[src/rtl/mult_pkg.sv]
// Shared types and constants for the shift-add multiplier sequencer.
//   state_e   : sequencer FSM states
//   NDefault  : default multiplier operand width / iteration count
//   cnt_width : width of the iteration counter for a given operand width
package mult_pkg;

  localparam int unsigned NDefault = 8;

  typedef enum logic [2:0] {
    StIdle,
    StClear,
    StAdd,
    StShift,
    StHalt
  } state_e;

  // $clog2(1) is 0; keep at least one bit so the counter stays a legal vector.
  function automatic int unsigned cnt_width(input int unsigned n);
    return (n > 1) ? $clog2(n) : 1;
  endfunction

endpackage

[src/rtl/iter_counter.sv]
// Iteration counter for the multiplier sequencer.
//   Clk, Reset : clock and synchronous active-high reset (clears the count)
//   clr_i      : synchronous clear to zero
//   inc_i      : increment by one; saturates at N-1 so the count never wraps
//   cnt_o      : current iteration number
//   term_o     : high when cnt_o == N-1 (last iteration)
module iter_counter
  import mult_pkg::*;
#(
  parameter int unsigned N = NDefault
) (
  input  logic                    Clk,
  input  logic                    Reset,
  input  logic                    clr_i,
  input  logic                    inc_i,
  output logic [cnt_width(N)-1:0] cnt_o,
  output logic                    term_o
);

  localparam int unsigned CntW = cnt_width(N);

  logic [CntW-1:0] cnt_q, cnt_d;

  assign term_o = (cnt_q == CntW'(N - 1));
  assign cnt_o  = cnt_q;

  always_comb begin
    cnt_d = cnt_q;
    if (clr_i) begin
      cnt_d = '0;
    end else if (inc_i && !term_o) begin
      cnt_d = cnt_q + CntW'(1);
    end
  end

  always_ff @(posedge Clk) begin
    if (Reset) begin
      cnt_q <= '0;
    end else begin
      cnt_q <= cnt_d;
    end
  end

endmodule

[src/rtl/mult_sequencer.sv]
// Control sequencer for an N-bit Booth-style shift-add multiplier datapath (X:A:B chain).
//   Clk, Reset   : clock and synchronous active-high reset
//   Run          : level start request; a held Run produces exactly one run
//   ClearA_LoadB : operator request (honoured only in IDLE) to clear A/X and load B
//   M            : current LSB of B (multiplier bit)
//   Clr_Ld       : clear A/X, load B (combinational in IDLE)
//   Clear_AX     : clear A/X at run start
//   Add / Sub    : load A/X with A+S / A-S; Sub only on the last (sign) iteration
//   Shift        : arithmetic right shift of X:A:B
//   Busy / Done  : run in progress / result ready (HALT)
module mult_sequencer
  import mult_pkg::*;
#(
  parameter int unsigned N = NDefault
) (
  input  logic Clk,
  input  logic Reset,
  input  logic Run,
  input  logic ClearA_LoadB,
  input  logic M,
  output logic Clr_Ld,
  output logic Clear_AX,
  output logic Add,
  output logic Sub,
  output logic Shift,
  output logic Busy,
  output logic Done
);

  localparam int unsigned CntW = cnt_width(N);

  state_e          state_q, state_d;
  logic            cnt_clr, cnt_inc, cnt_last;
  logic [CntW-1:0] cnt;

  iter_counter #(
    .N (N)
  ) u_iter_counter (
    .Clk    (Clk),
    .Reset  (Reset),
    .clr_i  (cnt_clr),
    .inc_i  (cnt_inc),
    .cnt_o  (cnt),
    .term_o (cnt_last)
  );

  always_ff @(posedge Clk) begin
    if (Reset) begin
      state_q <= StIdle;
    end else begin
      state_q <= state_d;
    end
  end

  always_comb begin
    state_d  = state_q;
    cnt_clr  = 1'b0;
    cnt_inc  = 1'b0;
    Clr_Ld   = 1'b0;
    Clear_AX = 1'b0;
    Add      = 1'b0;
    Sub      = 1'b0;
    Shift    = 1'b0;
    Busy     = 1'b1;
    Done     = 1'b0;
    unique case (state_q)
      StIdle: begin
        Busy = 1'b0;
        // Operator load wins over Run in the same cycle.
        if (ClearA_LoadB) begin
          Clr_Ld = 1'b1;
        end else if (Run) begin
          state_d = StClear;
        end
      end
      StClear: begin
        Clear_AX = 1'b1;
        cnt_clr  = 1'b1;
        state_d  = StAdd;
      end
      StAdd: begin
        // The last multiplier bit carries negative weight in two's complement.
        Add     = M & ~cnt_last;
        Sub     = M & cnt_last;
        state_d = StShift;
      end
      StShift: begin
        Shift = 1'b1;
        if (cnt_last) begin
          state_d = StHalt;
        end else begin
          cnt_inc = 1'b1;
          state_d = StAdd;
        end
      end
      StHalt: begin
        Busy = 1'b0;
        Done = 1'b1;
        // Wait for Run to drop so a held request cannot retrigger.
        if (!Run) begin
          state_d = StIdle;
        end
      end
      default: begin
        state_d = StIdle;
      end
    endcase
  end

  // The counter saturates at N-1; anything larger means corrupted state.
  always_ff @(posedge Clk) begin
    if (!Reset) begin
      assert (int'(cnt) <= int'(N) - 1)
        else $error("iteration counter out of range: %0d", cnt);
    end
  end

endmodule
[config.mk]
export PLATFORM = sky130hd
export DESIGN_NAME = mult_sequencer
export DESIGN_NICKNAME = d
export VERILOG_FILES = /design/src/rtl/mult_pkg.sv /design/src/rtl/iter_counter.sv /design/src/rtl/mult_sequencer.sv
export SDC_FILE = /design/constraint.sdc
export NUM_CORES = 1
export LEC_CHECK = 0
export CAP_MARGIN = 5
export CORE_AREA = 2 2 39 41
export CTS_BUF_LIST = sky130_fd_sc_hd__clkbuf_4 sky130_fd_sc_hd__clkbuf_8
export DETAILED_ROUTE_END_ITERATION = 8
export DIE_AREA = 0 0 41 43
export PLACE_DENSITY = 0.58
export SKIP_LAST_GASP = 1
export SYNTH_ARGS = -nofsm -noshare
export SYNTH_HDL_FRONTEND = slang
export SYNTH_SLANG_ARGS = --single-unit
[constraint.sdc]
create_clock -name Clk -period 1.3 [get_ports Clk]
set_input_delay 0.26 -clock Clk [delete_from_list [all_inputs] [get_ports Clk]]
set_output_delay 0.26 -clock Clk [all_outputs]
set_load 0.05 [all_outputs]
==> impl_metrics.env <==
export IMPL_finalSetupTns_ps=-1820
export IMPL_core_region_area_sq_um=1380
export IMPL_std_cell_rows=14
export IMPL_whs_endpoint="state_q[0]"
export IMPL_floorplan_die_width_microns=41
export IMPL_cellPowerDensity_nw_per_um2=789
export IMPL_pin_count=12
export IMPL_regToRegSetupSlack_ps=-290
export IMPL_biggest_area_contributors_in_the_synthesized_netlist="dfxtp_1, ha_1, mux2i_1"
export IMPL_firstDrtPassIters=2
export IMPL_worstPathRequired_ps=1040
export IMPL_count_leader_synth="dfxtp_1"
export IMPL_r2r_path_start="u_iter_counter.cnt_o[0]"
export IMPL_clock_slew_seen_by_the_registers_of_the_worst_setup_and_hold_paths_ps=50
export IMPL_worst_slack_ps=-340
export IMPL_clock_insertion_delay_worst_skew_ps=240
export IMPL_r2r_end="u_iter_counter.cnt_o[1]"
export IMPL_grt_pass1_wl_mm=1.39
export IMPL_max_clock_freq_ghz=0.610
export IMPL_synth_seq_cells=6
export IMPL_avg_cell_area_syn_sq_um=9.86
export IMPL_synth_top_area_share=0.369
export IMPL_met1Wirelength_microns=323
export IMPL_initial_detailed_routing_violation_count=1
export IMPL_portBuffers=11
export IMPL_drc=0
export IMPL_multi_input_area_sq_um=287
export IMPL_dp_final_hpwl_microns=605
export IMPL_route_top_layer_used="met3"
export IMPL_design_power_total_uw=603
export IMPL_initial_core_util=0.235
export IMPL_seqCellArea_sq_um=134
export IMPL_top_ff_cell_synth="dfxtp_1"
export IMPL_final_nets=67
export IMPL_hold_viol_final=0
export IMPL_vdd_drop_max_mv=0.501
export IMPL_fin_crit_ps=1640
export IMPL_global_route_usage_total=0.117
export IMPL_synthArstFlopShare=0
export IMPL_final_worst_clock_skew_ps=5.53
export IMPL_placed_cells=64
export IMPL_timing_hold_worst_start="state_q[0]"
export IMPL_min_path_type="reg2reg"
export IMPL_unrepaired_setup_endpoints_after_global_routing="true"
export IMPL_syn_inst=33
export IMPL_syn2layout_area_growth_pct=135
export IMPL_avgViaCountPerCell=4.64
export IMPL_period_share=1.26
export IMPL_yosysWarnings=0
export IMPL_yosysSeqAreaShare=0.369
export IMPL_final_instance_count_excl_fill=75
export IMPL_status="finished with violations"
export IMPL_antenna_violating_nets_post_route=0
export IMPL_tightestPinTransition_ps=261
export IMPL_level_count_of_the_clock_h_tree=1
export IMPL_layout_cell_share_with_drive_strength_beyond_1=0.746
export IMPL_synth_edff_count=0
export IMPL_synth_net_count=40
export IMPL_synth_cell_area_sq_um=325
export IMPL_place_congestion=0.639
export IMPL_clock_root_buffer="clkbuf_4"
export IMPL_detail_route_wirelength_microns=852
export IMPL_cp_start_kind="flop"
export IMPL_yosysTopAreaCell="dfxtp_1"
export IMPL_timing_hold_worst_path_depth=1
export IMPL_slew_limit_headroom=0.825
export IMPL_worst_r2r_path_depth=7
export IMPL_worst_path_max_fanout=3
export IMPL_globalRouteOverflowTotal=0
export IMPL_cts_buffers=3
export IMPL_pin_count_of_the_biggest_net_entering_global_routing=9
export IMPL_first_global_vias=339
export IMPL_setup_viol=12
export IMPL_nFillCells=124
export IMPL_synth_distinct_cells=20
export IMPL_ys_top_cells_by_count="dfxtp_1, nor2_1"
export IMPL_vias=348
export IMPL_dr_wl_met3_microns=54
export IMPL_maxSlewViolCount=0
export IMPL_minimum_hold_slack_ps=512
export IMPL_die_height_microns=43
export IMPL_antenna_diode_count=0
export IMPL_grt_antenna_before_repair=0
export IMPL_tritoncts="built"
export IMPL_clkSinkCount=6
export IMPL_cellLeakagePower_uw=0.000305
export IMPL_crit_type="reg2out"
export IMPL_post_drt_wl_per_cell_microns=11.4
export IMPL_met2WireLength_microns=474
export IMPL_violations="negative setup slack"
export IMPL_max_clock_path_buffers=2
export IMPL_drv_cap=0
export IMPL_cp_end_kind="output pin"
export IMPL_design_die_area_sq_um=1760
export IMPL_cp_arrival_ps=1380
-- registers in the layout (all words and copies together) (netlist names) --
signal                flops
state_q                   3
u_iter_counter.cnt_o      3
-- what timing repair did --
| action | CTS | global route |
|---|---|---|
| hold buffers | 0 | 0 |
| gates resized for setup | 11 | 4 |
| buffers inserted | 5 | 2 |
| setup endpoints to repair | 9 | 11 |
| pin swaps | 6 | 5 |
-- where the power goes --
group | leakage (uW) | switching [uW] | internal (uW) | total (uW)
registers | 0.0000519 | 11.5 | 188 | 199
clock network | 0.0000184 | 70.2 | 137 | 207
logic | 0.000235 | 89.9 | 106 | 196
-- placed cells by master (no fill, tap or decap) --
master	n
dlygate4sd2_1	1
nor2_4	1
or2_4	1
mux2i_1	2
dfxtp_4	3
clkdlybuf4s50_1	3
buf_4	8
nor3_4	1
ha_4	2
nor2_1	4
nor4_4	1
xnor2_2	1
buf_12	7
clkbuf_4	4
inv_4	1
dfxtp_1	1
and4b_2	1
buf_6	4
nor2b_1	1
inv_2	1
and4bb_4	1
nor3b_4	1
and3_4	1
dfxtp_2	2
a21oi_1	1
nor4_1	1
a32oi_1	1
and3b_2	1
and2_4	1
nor4bb_4	1
-- cells by family after synthesis --
kind of cell | Yosys count | share of synthesized area
fa+ha+maj | 2 | 0.0769
buf+inv | 3 | 0.0577
mux | 2 | 0.0615
compound gates | 2 | 0.0423
flops | 6 | 0.369
xor+xnor | 1 | 0.0269
simple gates | 17 | 0.365
-- per-stage QoR --
step                setup WS [ps]  area [sq um]  utilization
floorplan                    -277           404            -
global placement             -195           631        0.456
detailed placement           -213           631        0.456
CTS                          -356           724        0.524
global route                 -394           764        0.552
finish                       -340           764        0.552
-- how the worst max path moves through the flow --
stage | startpoint | to | slack (ps) | cells after the start
final | u_iter_counter.cnt_o[0] | Add | -340 | 4
after global routing | u_iter_counter.cnt_o[1] | Add | -390 | 4
after CTS | u_iter_counter.cnt_o[0] | Add | -360 | 4
after detailed placement | M | Add | -210 | 3
after global placement | M | Add | -190 | 3
after floorplan | u_iter_counter.cnt_o[0] | Add | -280 | 3
-- layer usage --
| layer | vias to the layer above | global-route usage |
|---|---|---|
| li1 | 172 | - |
| met1 | 165 | 0.113 |
| met2 | 11 | 0.206 |
| met3 | 0 | 0.0471 |
| met4 | 0 | 0.0400 |
| met5 | - | 0 |
-- area by class of cell --
class	count	share of cell area
clock buffer	4	0.0393
tap	16	0.0262
multi-input combinational	24	0.375
inverter	2	0.0131
sequential	6	0.175
timing repair buffer	23	0.372
-- worst max-delay path: stages (launching register included) --
cell	delay (ps)
dfxtp_2	330
ha_4	160
ha_4	160
nor4bb_4	310
buf_12	180
Note: power is estimated with default switching activity, not from simulation.
